==> config.mk <==
export PLATFORM = sky130hd
export DESIGN_NAME = red_seq_unit_flat
export DESIGN_NICKNAME = d
export VERILOG_FILES = /design/src/rtl/red_seq_unit_pkg.sv /design/src/rtl/red_seq_unit_if.sv /design/src/rtl/red_seq_unit_nibble_sadd.sv /design/src/rtl/red_seq_unit.sv /design/src/flat_wrapper.sv
export SDC_FILE = /design/constraint.sdc
export NUM_CORES = 1
export LEC_CHECK = 0
export BUFFER_PORTS_ARGS = -buffer_cell sky130_fd_sc_hd__buf_2
export CORE_MARGIN = 1.5
export CORE_UTILIZATION = 35
export DETAILED_ROUTE_END_ITERATION = 7
export GPL_TIMING_DRIVEN = 0
export SETUP_SLACK_MARGIN = 0.4
export SYNTH_ARGS = -nofsm -noshare
export SYNTH_HDL_FRONTEND = slang
export SYNTH_HIERARCHICAL = 1
export SYNTH_SLANG_ARGS = --single-unit
==> constraint.sdc <==
create_clock -name clk -period 6.9 [get_ports clk]
set_clock_uncertainty 0.2 [all_clocks]
set_input_delay 0.69 -clock clk [delete_from_list [all_inputs] [get_ports clk]]
set_output_delay 0.69 -clock clk [all_outputs]
set_load 0.02 [all_outputs]
==> src/rtl/red_seq_unit_pkg.sv <==
// Shared types and constants for the sequential nibble-reduction responder.
package red_seq_unit_pkg;

    localparam int unsigned NIB_W       = 4;
    localparam int unsigned RED_NIBBLES = 4;
    localparam int unsigned OP_W        = NIB_W * RED_NIBBLES;
    localparam int unsigned RW          = 16;
    localparam int unsigned PAIR_W      = NIB_W + 1;
    localparam int unsigned IDX_W       = $clog2(RED_NIBBLES);
    localparam int unsigned SEL_W       = $clog2(OP_W);

    typedef enum logic [1:0] {
        IDLE  = 2'd0,
        ACCUM = 2'd1,
        DONE  = 2'd2
    } red_state_t;

    // Operand pair captured on request accept
    typedef struct packed {
        logic [OP_W-1:0] a;
        logic [OP_W-1:0] b;
    } red_ops_t;

    function automatic logic [PAIR_W-1:0] sext_nib(input logic [NIB_W-1:0] nib);
        return {nib[NIB_W-1], nib};
    endfunction

endpackage

==> src/rtl/red_seq_unit_if.sv <==
// Request/response channel between the ALU (master) and the RED responder (slave).
interface red_seq_unit_if;
    import red_seq_unit_pkg::*;

    logic            req_valid;
    logic            req_ready;
    logic [OP_W-1:0] A;
    logic [OP_W-1:0] B;
    logic            rsp_valid;
    logic            rsp_ready;
    logic [RW-1:0]   R;
    logic            busy;

    modport master (
        output req_valid, A, B, rsp_ready,
        input  req_ready, rsp_valid, R, busy
    );

    modport slave (
        input  req_valid, A, B, rsp_ready,
        output req_ready, rsp_valid, R, busy
    );

endinterface

==> src/rtl/red_seq_unit_nibble_sadd.sv <==
// Signed add of one 4-bit nibble pair into a 5-bit result (range -16..+14).
module red_seq_unit_nibble_sadd
    import red_seq_unit_pkg::*;
(
    input  logic [NIB_W-1:0]         a_nib,
    input  logic [NIB_W-1:0]         b_nib,
    output logic signed [PAIR_W-1:0] sum_c
);

    always_comb begin
        sum_c = $signed(sext_nib(a_nib)) + $signed(sext_nib(b_nib));
    end

endmodule

==> src/rtl/red_seq_unit.sv <==
// Multi-cycle RED responder: accumulates one signed nibble pair per cycle, then
// holds the result on a valid/ready response channel until it is taken.
module red_seq_unit
    import red_seq_unit_pkg::*;
(
    input  logic           clk,
    input  logic           rst_n,
    red_seq_unit_if.slave  bus
);

    red_state_t              state_q, state_d;
    red_ops_t                ops_q, ops_d;
    logic [RW-1:0]           acc_q, acc_d;
    logic [IDX_W-1:0]        idx_q, idx_d;
    logic [RW-1:0]           r_q, r_d;
    logic                    rsp_valid_q, rsp_valid_d;
    logic                    req_ready_q, req_ready_d;
    logic                    busy_q, busy_d;

    logic [SEL_W-1:0]        sel_c;
    logic [NIB_W-1:0]        a_nib_c;
    logic [NIB_W-1:0]        b_nib_c;
    logic signed [PAIR_W-1:0] pair_sum_c;
    logic [RW-1:0]           term_c;

    // Select the current nibble pair from the latched operands
    always_comb begin
        sel_c   = SEL_W'(32'(idx_q) * NIB_W);
        a_nib_c = ops_q.a[sel_c +: NIB_W];
        b_nib_c = ops_q.b[sel_c +: NIB_W];
        term_c  = {{(RW-PAIR_W){pair_sum_c[PAIR_W-1]}}, pair_sum_c};
    end

    red_seq_unit_nibble_sadd u_sadd (
        .a_nib (a_nib_c),
        .b_nib (b_nib_c),
        .sum_c (pair_sum_c)
    );

    always_comb begin
        state_d     = state_q;
        ops_d       = ops_q;
        acc_d       = acc_q;
        idx_d       = idx_q;
        r_d         = r_q;
        rsp_valid_d = rsp_valid_q;
        req_ready_d = req_ready_q;
        busy_d      = busy_q;

        case (state_q)
            IDLE: begin
                if (bus.req_valid && req_ready_q) begin
                    ops_d.a     = bus.A;
                    ops_d.b     = bus.B;
                    acc_d       = '0;
                    idx_d       = '0;
                    req_ready_d = 1'b0;
                    busy_d      = 1'b1;
                    state_d     = ACCUM;
                end
            end
            ACCUM: begin
                acc_d = acc_q + term_c;
                idx_d = idx_q + IDX_W'(1);
                // Last pair goes straight into R so the response is ready on entering DONE
                if (idx_q == IDX_W'(RED_NIBBLES - 1)) begin
                    r_d         = acc_q + term_c;
                    rsp_valid_d = 1'b1;
                    idx_d       = '0;
                    state_d     = DONE;
                end
            end
            DONE: begin
                if (bus.rsp_ready) begin
                    rsp_valid_d = 1'b0;
                    req_ready_d = 1'b1;
                    busy_d      = 1'b0;
                    state_d     = IDLE;
                end
            end
            default: begin
                state_d     = IDLE;
                rsp_valid_d = 1'b0;
                req_ready_d = 1'b1;
                busy_d      = 1'b0;
            end
        endcase
    end

    always_ff @(posedge clk) begin
        if (!rst_n) begin
            state_q     <= IDLE;
            ops_q       <= '0;
            acc_q       <= '0;
            idx_q       <= '0;
            r_q         <= '0;
            rsp_valid_q <= 1'b0;
            req_ready_q <= 1'b1;
            busy_q      <= 1'b0;
        end else begin
            state_q     <= state_d;
            ops_q       <= ops_d;
            acc_q       <= acc_d;
            idx_q       <= idx_d;
            r_q         <= r_d;
            rsp_valid_q <= rsp_valid_d;
            req_ready_q <= req_ready_d;
            busy_q      <= busy_d;
        end
    end

    assign bus.req_ready = req_ready_q;
    assign bus.rsp_valid = rsp_valid_q;
    assign bus.R         = r_q;
    assign bus.busy      = busy_q;

endmodule
==> src/flat_wrapper.sv <==
// flat-port wrapper written by rule: the top's interface ports become plain ports
module red_seq_unit_flat import red_seq_unit_pkg::*;
  (clk, rst_n, bus_req_valid, bus_A, bus_B, bus_rsp_ready, bus_req_ready, bus_rsp_valid, bus_R, bus_busy);
  red_seq_unit_if bus_i ();
  input  logic clk;
  input  logic rst_n;
  input wire logic [$bits(bus_i.req_valid)-1:0] bus_req_valid;
  input wire logic [$bits(bus_i.A)-1:0] bus_A;
  input wire logic [$bits(bus_i.B)-1:0] bus_B;
  input wire logic [$bits(bus_i.rsp_ready)-1:0] bus_rsp_ready;
  output wire logic [$bits(bus_i.req_ready)-1:0] bus_req_ready;
  output wire logic [$bits(bus_i.rsp_valid)-1:0] bus_rsp_valid;
  output wire logic [$bits(bus_i.R)-1:0] bus_R;
  output wire logic [$bits(bus_i.busy)-1:0] bus_busy;
  assign bus_i.req_valid = bus_req_valid;
  assign bus_i.A = bus_A;
  assign bus_i.B = bus_B;
  assign bus_i.rsp_ready = bus_rsp_ready;
  assign bus_req_ready = bus_i.req_ready;
  assign bus_rsp_valid = bus_i.rsp_valid;
  assign bus_R = bus_i.R;
  assign bus_busy = bus_i.busy;
  red_seq_unit u_core (.clk(clk), .rst_n(rst_n), .bus(bus_i));
endmodule
## Word-level counts from Yosys, hierarchy flattened

Cells that the tools add are included.

| cells by class | value |
|---|---|
| add/sub/neg operators | 3 |
| equal/unequal tests | 6 |
| shift operators | 2 |
| muxes and demuxes | 17 |
| bitwise gates (word level) | 2 |
| reduce and logical (&&, ||, !) cells | 9 |

Operators with widths:

| operator | number |
|---|---|
| case mux 16 bit (2 select lines) | 1 |
| indexed part select 16 x 5 -> 4 bit | 2 |
| adder 16 bit | 1 |
| two-way mux 16 bit | 1 |
| two-way mux 2 bit | 5 |
| case mux 1 bit (3 select lines) | 3 |
| AND reduction 3 bit | 3 |
| case mux 2 bit (3 select lines) | 1 |
| AND reduction 2 bit | 3 |
| adder 4 x 4 -> 5 bit | 1 |
| two-way mux 1 bit | 5 |
| == test 2 bit, second input constant | 2 |
| != test 2 x 1 -> 1 bit, second input constant | 2 |
| case mux 2 bit (2 select lines) | 1 |
| adder 2 x 1 -> 2 bit, second input constant | 1 |
| == test 2 x 1 -> 1 bit, second input constant | 1 |
| zero test 2 bit | 1 |
| != test 2 bit, second input constant | 1 |
| inverter 1 bit | 2 |
| nonzero test 2 bit | 1 |
| logical AND 1 bit | 1 |

| word-level totals | value |
|---|---|
| register bits after elaboration | 71 |
| input bits | 36 |
| output and inout bits | 19 |
| word-level logic and storage cells | 48 |

## Depth between registers and ports, before layout

Gate-level depths: netlist of the first run.

| depth | value |
|---|---|
| word-level depth | 4 |
| mapped depth | 15 |
| gate-level depth less buffers | 13 |

## Hierarchy

The synthesis of the first run kept the hierarchy.

By module, submodules not included:

| module | times used | cells an instance | area an instance (um^2) | seq. area each (um^2) |
|---|---|---|---|---|
| red_seq_unit | 1 | 435 | 3562.2 | 1421.4 |
| red_seq_unit_nibble_sadd | 1 | 16 | 137.6 | 0.0 |

## Least setup slack after synthesis of the first run

No wires, ideal clock.

| timing | value |
|---|---|
| kind | register to register |
| start | register u_core.idx_q[0] |
| end | register u_core.r_q[8], in the netlist u_core/bus.R[8] |
| library setup time | 88 ps |
| data arrival time | 3857 ps |
| data required time | 6612 ps |
| path slack | 2754 ps |
| cell stages (with the launch flop) | 15 |
| buffers on the path | 1 |
| clock period less this slack | 4146 ps |
| path through | dfxtp_1 > clkbuf_1 > mux4_2 > ha_1 > inv_1 > fa_1 > nor2b_1 > nor3_1 > mux2_2 > ha_1 > a21o_1 > a311o_1 > a211oi_4 > o21ai_2 > a311oi_2 |

| between the ends | value |
|---|---|
| word-level cells in the longest chain between the ends | 3 |
| elaborated cells between the ends (all ways) | 6 |
| classes of those cells | 2 x add/sub; 1 x eq/ne; 2 x shift; 1 x reduce/logical |

RTL lines:

| item | RTL line | source |
|---|---|---|
| start: declaration | red_seq_unit.sv:14 | `logic [IDX_W-1:0] idx_q, idx_d;` |
| start signal: assignment | red_seq_unit.sv:104 | `idx_q <= idx_d;` |
| indexed part select 16 x 5 -> 4 bit | red_seq_unit.sv:29 | `a_nib_c = ops_q.a[sel_c +: NIB_W];` |
| named net u_core.a_nib_c[0] | red_seq_unit.sv:21 | `logic [NIB_W-1:0] a_nib_c;` |
| adder 4 x 4 -> 5 bit | red_seq_unit_nibble_sadd.sv:11 | `sum_c = $signed(sext_nib(a_nib)) + $signed(sext_nib(b_nib));` |
| named net u_core.pair_sum_c[4] | red_seq_unit.sv:23 | `logic signed [PAIR_W-1:0] pair_sum_c;` |
| adder 16 bit | red_seq_unit.sv:67 | `r_d = acc_q + term_c;` |
| end signal: assignment | red_seq_unit.sv:105 | `r_q <= r_d;` |
| end: declaration | red_seq_unit.sv:15 | `logic [RW-1:0] r_q, r_d;` |

The timed path passes the listed nets, and every way through them passes these cells.
A chain may end at the register's enable or synchronous reset.

## Final worst setup path of the first run

| timing | value |
|---|---|
| start | register u_core.idx_q[0] |
| end | register u_core.r_q[14], in the netlist u_core/bus.R[14] |

The elaborated chain is that of the path after synthesis.

==> results of run 1 <==
## metrics by stage
stage	area (µm²)	cells	hold WS (ns)
6_report	4390	657	0.255
3_5_place_dp	4140	641	0.246
3_3_place_gp	4140	641	0.239
4_1_cts	4390	657	0.258
5_1_grt	4390	657	0.274
2_1_floorplan	3700	451	0.232
## power by group
group	internal [mW]	total [mW]	switching, mW	leakage (nW)
clock	0.241	0.417	0.176	0.123
combinational	0.0729	0.201	0.128	1.05
sequential	0.431	0.442	0.0117	0.578
## worst max-delay path: cells and delay by family (launching register included)
| kind | cells | cell delay (ns) |
|---|---|---|
| muxes | 2 | 1.03 |
| buffers and inverters | 3 | 0.89 |
| DFF | 1 | 0.34 |
| adders and majority gates | 3 | 0.73 |
| and+or+nand+nor | 2 | 0.19 |
| AOI/OAI and AO/OA | 5 | 1.37 |
## worst min-delay path by stage
stage	start	end	slack, ns	depth (start not counted)
2_1_floorplan	u_core/acc_q[6]	u_core/acc_q[6]	0.23	2
3_3_place_gp	u_core/ops_q[2]	u_core/ops_q[2]	0.24	2
3_5_place_dp	u_core/ops_q[27]	u_core/ops_q[27]	0.25	2
4_1_cts	u_core/bus.rsp_valid	u_core/bus.rsp_valid	0.26	2
5_1_grt	u_core/ops_q[8]	u_core/ops_q[8]	0.27	2
6_report	u_core/bus.rsp_valid	u_core/bus.rsp_valid	0.26	2
## logic make-up after synthesis
kind of cell    synth area share [%]
xor+xnor                        1.89
mux                             5.17
simple gates                    20.5
buf+inv                         4.09
compound gates                  22.1
fa+ha+maj                       7.85
flops                           38.4
## cell usage after synthesis (2+ instances only)
cell type / number / area, µm²
xor2_1: 2 / 17.5
nor2b_1: 2 / 12.5
xnor2_1: 6 / 52.6
and3_1: 4 / 25.0
nand3_1: 27 / 135
o21ai_1: 3 / 15.0
a211oi_1: 5 / 37.5
buf_2: 4 / 20.0
ha_1: 20 / 250
nor3_1: 9 / 45.0
o31ai_1: 6 / 45.0
dfxtp_1: 71 / 1420
a211o_1: 3 / 26.3
nor2_1: 16 / 60.1
nand2_1: 97 / 364
clkbuf_1: 23 / 86.3
a21o_1: 5 / 37.5
a32oi_1: 2 / 17.5
or4_1: 2 / 15.0
fa_1: 2 / 40.0
or3_1: 5 / 31.3
o21ai_0: 11 / 55.1
inv_1: 10 / 37.5
nand2b_1: 3 / 18.8
a311o_1: 2 / 20.0
a21oi_1: 65 / 325
nand4_1: 5 / 31.3
o21a_1: 7 / 52.6
o21bai_1: 2 / 15.0
a31oi_1: 4 / 25.0
buf_1: 2 / 7.51
mux4_2: 8 / 180
## routing by layer
layer | vias to the layer above | GRT usage [%] | wire length [µm]
met5 | - | 0 | 0
met2 | 95 | 30.8 | 4730
met3 | 15 | 3.46 | 532
li1 | 1748 | - | -
met1 | 1640 | 23.8 | 4430
met4 | 0 | 7.43 | 168
## final cells by class
class                           count  area (µm²)  share of cell area (%)
Sequential cell                    71        1420                    32.4
Clock inverter                      7         121                    2.77
Tap cell                          136         170                    3.88
Timing Repair Buffer               54         270                    6.16
Inverter                           10        37.5                   0.856
Buffer                             29         114                    2.60
Multi-Input combinational cell    341        2130                    48.5
Clock buffer                        9         124                    2.82
## placed cells by master (no fill, tap or decap), drive strengths merged, types with 5 or more instances in the layout
master,n
a211oi,6
a21o,5
a21oi,65
buf,60
clkbuf,32
dfxtp,71
ha,20
inv,10
mux4,8
nand2,97
nand3,27
nand4,5
nor2,16
nor3,9
o21a,7
o21ai,15
o31ai,6
or3,5
xnor2,6
## sequential cells by signal, indices dropped and copies added (netlist names)
| signal | count |
|---|---|
| u_core/bus.req_ready | 1 |
| u_core/bus.rsp_valid | 1 |
| u_core/bus.R | 16 |
| u_core/state_q | 2 |
| u_core/idx_q | 2 |
| u_core/acc_q | 16 |
| u_core/ops_q | 32 |
| u_core/bus.busy | 1 |
==> impl_metrics.toml, run 1 <==
[outcome]
outcome = "completed"

[clocking]
clock_latency_ns = 0.36
cts_buffer_depth = 2
clock-sinks = 71
cts_root_buf = "clkbuf_8"
cts_setup_buffers = 0
cts_tree = "yes"
cts-resized-gates = 0
cts.reportedPaths.clkPinSlew_ns = 0.08
hold_buffers = 0
cts_buffers = 9
htree_num_levels = 3

[grt]
grt_pass1_vias = 3378
grt_max_degree = 14
grt_pass1_wl_mm = 16.3
overflow = 0
grt_usage_pct = 18.6
antenna_found_initial = 0

[worst_setup_path]
r2r_setup_slack_ns = 2.03
timing.rr.start = "u_core/idx_q[0]"
crit_fanout = 12
worstPathArrival_ns = 4.93
timing.critical_path.from = "u_core/idx_q[0]"
reg2reg_to = "u_core/bus.R[14]"
critical_path_class = "reg2reg"
reg2regPathDepth = 15
start_kind = "flip-flop"
cpPeakStageDelay_ns = 0.62
cp-end-kind = "flip-flop"
cp.required_ns = 6.96
cp-endpoint = "u_core/bus.R[14]"
crit_chain = "clkbuf_1, mux4_2, ha_1, inv_1, fa_1, nor2b_1, nor3_1, mux2_2, ha_1, clkbuf_1, a21oi_1, a21oi_1, a311oi_1, a2111oi_0, a311o_1"
cpMaxStageDelayCell = "clkbuf_1"

[synth]
avgSynthCellArea_um2 = 8.20
postSynth.asyncResetShare_pct = 0
yosys_warnings = 6
syn_inst = 451
synthFlopType = "dfxtp_1"
ys_ff_latch = 71
synth-edff-count = 0
yosysSeqAreaShare_pct = 38.4
synth_cell_types = 50
synthesis.area_mm2 = 0.00370
syn_nets = 509

[die]
die_area_mm2 = 0.0112
io_pins = 55
die_y_um = 106
die_width_um = 106
core_mm2 = 0.0103
initial_utilization_pct = 36.0
rows = 37

[run]
maxCapViolations = 0

[timing]
period_needed_ns = 4.87
layout_setup_ws_ns = 2.03
setup-violations-final = 0
fin_crit_sh_pct = 70.6
final_max_slew_viol_count = 0
rsz0062_at_grt = "false"
fmax_mhz = 205
hold_viol = 0
setup_tns_ns = 0
tightest_slew_ns = 1.33
relSlewSlack_pct = 10.6

[detailed_routing]
drt_iter0_markers = 151
via_per_inst = 5.32
dr_total_vias = 3498
wl_mm = 9.86
drt-wirelength-per-cell_um = 15.0
firstDrtPassIters = 5
ant_nets = 0
drc_errors = 0

[pwr]
peakVddDrop_uv = 117
power_density_mw_per_mm2 = 242
leakagePower_nw = 1.75
total_power_mw = 1.06

[placement]
routabilityCongestion = 0.843
pre_cts_ws_ns = 1.98
dp_hpwl_mm = 7.16
port_buffers = 54

[cells_and_area]
layout.nets = 574
num_antenna_cells = 0
drive_above_1_share_pct = 17.1
fill_cells = 1090
post-route-util_pct = 42.7
area_growth_pct = 18.5

[min_path]
hold_class = "reg2reg"
(Power assumes the default switching activity.)
==> run 2, diff against run 1 <==
==> constraint.sdc (replaced) <==
create_clock -name clk -period 4.6 [get_ports clk]
set_clock_uncertainty 0.2 [all_clocks]
set_input_delay 0.46 -clock clk [delete_from_list [all_inputs] [get_ports clk]]
set_output_delay 0.46 -clock clk [all_outputs]
set_load 0.02 [all_outputs]
==> impl_metrics.toml, run 2 (synthesized netlist as in run 1, its figures left out) <==
[detailed_routing]
met2_length_mm = 4.82
wl_mm = 10.1
firstDrtPassIters = 4
drt-wirelength-per-cell_um = 15.2
drt_iter0_markers = 182
wl_met1_mm = 4.52
via_per_inst = 5.38
ant_nets = 0
dr_wl_met3_um = 501
top_layer_used = "met4"
dr_total_vias = 3564
drc_errors = 0

[clocking]
clock-sinks = 71
cts.reportedPaths.clkPinSlew_ns = 0.09
cts_root_buf = "clkbuf_8"
cts_buffers = 9
htree_num_levels = 3
clock_latency_ns = 0.36
cts_buffer_depth = 2
cts_tree = "yes"
hold_buffers = 0

[timing]
setup_tns_ns = 0
period_needed_ns = 4.08
hold_viol = 0
layout_setup_ws_ns = 0.520
rsz0062_at_grt = "true"
fin_crit_sh_pct = 88.7
tightest_slew_ns = 1.33
relSlewSlack_pct = 10.8
setup-violations-final = 0
final_max_slew_viol_count = 0
fmax_mhz = 245

[grt]
grt_usage_pct = 18.7
grt_pass1_wl_mm = 16.4
overflow = 0
grt_pass1_vias = 3407
grt_max_degree = 14
antenna_found_initial = 0

[pwr]
power_density_mw_per_mm2 = 357
combPwrFrac_pct = 20.4
p_clk_share_pct = 38.5
peakVddDrop_uv = 178
swShare_pct = 29.9
power_frac_seq_pct = 41.1
p_switching_mw = 0.482
p_int_mw = 1.13
leakagePower_nw = 1.80

[placement]
dp_hpwl_mm = 7.16
routabilityCongestion = 0.843
dp.cells = 641
pre_cts_ws_ns = -0.322
port_buffers = 54
place_area_mm2 = 0.00414

[die]
die_area_mm2 = 0.0112
io_pins = 55
rows = 37
core_mm2 = 0.0103
die_y_um = 106
initial_utilization_pct = 36.0
die_width_um = 106

[cells_and_area]
drive_above_1_share_pct = 20.9
design_area_mm2 = 0.00452
mostFrequentLayoutCell = "nand2_1"
layout.nets = 579
num_antenna_cells = 0
fin_cells = 662
layout_common_cells = "nand2_1, dfxtp_1, a21oi_1"
area_growth_pct = 22.2
largest_reg_flops = 32
top_register = "u_core/ops_q"
fill_cells = 1072
post-route-util_pct = 44.0

[worst_setup_path]
cpMaxStageDelayCell = "a311oi_2"
r2r_setup_slack_ns = 0.52
cp.required_ns = 4.65
reg2reg_to = "u_core/bus.R[14]"
cpPeakStageDelay_ns = 0.42
start_kind = "flip-flop"
cpMostUsedCell = "ha_1"
cp-end-kind = "flip-flop"
crit_chain = "buf_8, mux4_2, ha_1, inv_1, fa_1, nor2b_1, nor3_2, mux2_4, buf_4, ha_1, clkbuf_2, nand3_1, a21oi_1, a311oi_2, a2111oi_4, a311o_1"
critical_path_class = "reg2reg"
worstPathArrival_ns = 4.13
crit_fanout = 10
timing.critical_path.from = "u_core/idx_q[0]"
reg2regPathDepth = 16
timing.rr.start = "u_core/idx_q[0]"

[run]
maxCapViolations = 0

[min_path]
hold_end = "u_core/ops_q[5]"
hold_class = "in2reg"
hold-path-cell-count = 3
hold_start = "bus_B[5]"

[outcome]
outcome = "completed"
run 2: changes by cell type in the layout (fill, tap and decap cells not counted), moves of 2 or more:
cell / before / now
buf_4: 0 / 5
clkbuf_1: 23 / 18
clkbuf_2: 0 / 3
ha_1: 20 / 18
ha_2: 0 / 2
nor3_1: 9 / 7
nor3_2: 0 / 2
run 2: final cells by class:
type	instances	area [µm²]	area share, %
plain buffers	29	133	2.93
clock buffers	9	124	2.74
clock inverters	7	121	2.69
inverters	10	37.5	0.831
multi-input cells	341	2200	48.8
flip-flops and latches	71	1420	31.5
well taps	136	170	3.77
repair buffers	59	308	6.81
run 2: power groups by stage:
| stage | sequential, mW | clock (mW) | combinational (mW) |
|---|---|---|---|
| after floorplan | 0.676 | 0 | 0.219 |
| after global routing | 0.668 | 0.660 | 0.368 |
| after detailed placement | 0.678 | 0 | 0.301 |
| after global placement | 0.677 | 0 | 0.296 |
| after CTS | 0.663 | 0.636 | 0.307 |
| final | 0.664 | 0.622 | 0.329 |
run 2: what timing repair did:
| item | CTS | global route |
|---|---|---|
| setup endpoints to repair | 22 | 12 |
| gates resized for setup | 8 | 22 |
| setup buffers | 1 | 4 |
| pin swaps | 2 | 3 |
| hold endpoints to repair | 0 | 0 |
run 2: how the worst max path moves through the flow:
stage | end | slack [ns] | depth (start not counted)
after CTS | u_core/bus.R[8] | 0.40 | 15
after global placement | u_core/bus.R[14] | -0.17 | 15
after floorplan | u_core/bus.R[8] | 0.45 | 14
final | u_core/bus.R[14] | 0.52 | 16
after global routing | u_core/bus.R[14] | 0.36 | 16
after detailed placement | u_core/bus.R[14] | -0.32 | 15
run 2: routing by layer:
| metal | up-vias | global-route usage (%) |
|---|---|---|
| met5 | - | 0 |
| met4 | 0 | 8.01 |
| met3 | 20 | 3.59 |
| met2 | 99 | 31.1 |
| met1 | 1683 | 23.7 |
| li1 | 1762 | - |
run 2: worst max-delay path: cells and delay by family (launching register included):
family	cells	cell delay, ns
and+or+nand+nor	3	0.33
muxes	2	0.68
buffers and inverters	4	0.58
AOI/OAI and AO/OA	4	0.98
adders and majority gates	3	0.84
DFF	1	0.34
run 2: stage by stage:
step | power, mW | hold slack (ns)
after floorplan | 0.895 | 0.232
after global placement | 0.972 | 0.239
after detailed placement | 0.979 | 0.246
final | 1.61 | 0.129
after global routing | 1.70 | 0.124
after CTS | 1.61 | 0.114
==> run 3, diff against run 2 <==
--- a/config.mk
+++ b/config.mk
@@ -9,7 +9,6 @@
 export CORE_MARGIN = 1.5
 export CORE_UTILIZATION = 35
 export DETAILED_ROUTE_END_ITERATION = 7
-export GPL_TIMING_DRIVEN = 0
 export SETUP_SLACK_MARGIN = 0.4
 export SYNTH_ARGS = -nofsm -noshare
 export SYNTH_HDL_FRONTEND = slang
==> impl_metrics.toml, run 3 (synthesized netlist as in run 1, its figures left out) <==
[cells_and_area]
largest_reg_flops = 32
area_growth_pct = 17.4
layout_common_cells = "nand2_1, dfxtp_1, a21oi_1"
drive_above_1_share_pct = 21.1
mostFrequentLayoutCell = "nand2_1"
top_register = "u_core/ops_q"
design_area_mm2 = 0.00434
layout.nets = 555
num_antenna_cells = 0
fin_cells = 638

[grt]
grt_usage_pct = 16.8
grt_pass1_wl_mm = 15.1
overflow = 0
grt_max_degree = 59
antenna_found_initial = 0
grt_pass1_vias = 3241

[die]
rows = 37
initial_utilization_pct = 36.0
die_y_um = 106
core_mm2 = 0.0103
die_area_mm2 = 0.0112
die_width_um = 106
io_pins = 55

[min_path]
hold_start = "bus_B[2]"
hold_class = "in2reg"
hold_end = "u_core/ops_q[2]"
hold-path-cell-count = 3

[clocking]
cts_buffers = 9
cts_root_buf = "clkbuf_8"
cts_tree = "yes"
hold_buffers = 0
cts_buffer_depth = 2
clock_latency_ns = 0.35
cts.reportedPaths.clkPinSlew_ns = 0.09
htree_num_levels = 3
clock-sinks = 71

[timing]
rsz0062_at_grt = "true"
fin_crit_sh_pct = 88.1
holdWs_ns = 0.135
setup_tns_ns = 0
final_max_slew_viol_count = 0
period_needed_ns = 4.05
relSlewSlack_pct = 18.3
tightest_slew_ns = 1.22
hold_viol = 0
fmax_mhz = 247
setup-violations-final = 0

[worst_setup_path]
cp-end-kind = "flip-flop"
r2r_setup_slack_ns = 0.55
critical_path_class = "reg2reg"
worstPathArrival_ns = 4.15
cp.required_ns = 4.69
reg2reg_to = "u_core/bus.R[14]"
crit_fanout = 8
timing.rr.start = "u_core/idx_q[0]"
start_kind = "flip-flop"
reg2regPathDepth = 16

[detailed_routing]
dr_total_vias = 3425
wl_mm = 9.20
drt_iter0_markers = 176
ant_nets = 0
drc_errors = 0
firstDrtPassIters = 4
via_per_inst = 5.37
drt-wirelength-per-cell_um = 14.4

[outcome]
outcome = "completed"

[pwr]
peakVddDrop_uv = 149
power_frac_seq_pct = 45.6
total_power_mw = 1.46
p_clk_share_pct = 33.2
leakagePower_nw = 1.72
combPwrFrac_pct = 21.1
p_switching_mw = 0.489
p_int_mw = 0.973
power_density_mw_per_mm2 = 336
swShare_pct = 33.4

[run]
maxCapViolations = 0

[placement]
place_area_mm2 = 0.00406
routabilityCongestion = 0.918
dp_hpwl_mm = 6.41
port_buffers = 54
dp.cells = 616
[run 3: cell count changes in the layout (fill, tap and decap cells not counted), sizes merged]
cell	previous run	this run
mux2	1	2
buf	66	63
clkinvlp	0	1
clkbuf	31	9
clkinv	4	1
bufinv	3	0
inv	10	15
[run 3: worst max-delay path, cell delays in order, from the launching register on]
cell and delay, ns:
dfxtp_4 0.38, buf_6 0.14, mux4_2 0.34, ha_1 0.16, inv_1 0.05, fa_1 0.39
nor2b_1 0.15, nor3_2 0.07, buf_4 0.14, mux2_2 0.32, buf_4 0.15, ha_2 0.40
nand2_1 0.14, nor3_1 0.22, nand3_1 0.18, a2111oi_2 0.40, a311o_1 0.16
[run 3: through the flow]
step | utilization, % | setup slack (ns)
after global routing | 42.3 | 0.380
final | 42.3 | 0.546
after global placement | 39.5 | 0.374
after CTS | 41.5 | 0.424
after detailed placement | 39.5 | 0.246
after floorplan | - | 0.454
[run 3: cell type report]
cell class,count,area [µm²]
well taps,136,170
fillers,1065,5930
inverters,10,37.5
repair buffers,63,342
clock inverters,7,62.6
flip-flops and latches,71,1430
clock buffers,9,124
multi-input cells,342,2180
[run 3: worst max-delay path by stage]
| stage | from | to | slack, ns |
|---|---|---|---|
| 2_1_floorplan | u_core/idx_q[0] | u_core/bus.R[8] | 0.45 |
| 3_3_place_gp | u_core/idx_q[0] | u_core/bus.R[8] | 0.37 |
| 3_5_place_dp | u_core/idx_q[0] | u_core/bus.R[8] | 0.25 |
| 4_1_cts | u_core/idx_q[0] | u_core/bus.R[14] | 0.42 |
| 5_1_grt | u_core/idx_q[0] | u_core/bus.R[14] | 0.38 |
| 6_report | u_core/idx_q[0] | u_core/bus.R[14] | 0.55 |
[run 3: routing by layer]
| metal | share of wire, % | track usage, % |
|---|---|---|
| met1 | 48 | 22.3 |
| met2 | 47 | 27.0 |
| met3 | 3.7 | 4.39 |
| met4 | 0.99 | 4.73 |
| met5 | 0 | 0 |
[run 3: power groups by stage]
stage,combinational [mW],clock (mW),sequential (mW)
after CTS,0.293,0.503,0.667
after floorplan,0.219,0,0.676
after global routing,0.345,0.534,0.672
after detailed placement,0.289,0,0.681
after global placement,0.285,0,0.682
final,0.309,0.486,0.667
[run 3: timing repair]
action	CTS	global route
pin swaps	1	2
resized for setup	1	14
buffers inserted	2	3
gates cloned	0	1
endpoints found under the setup margin	7	12
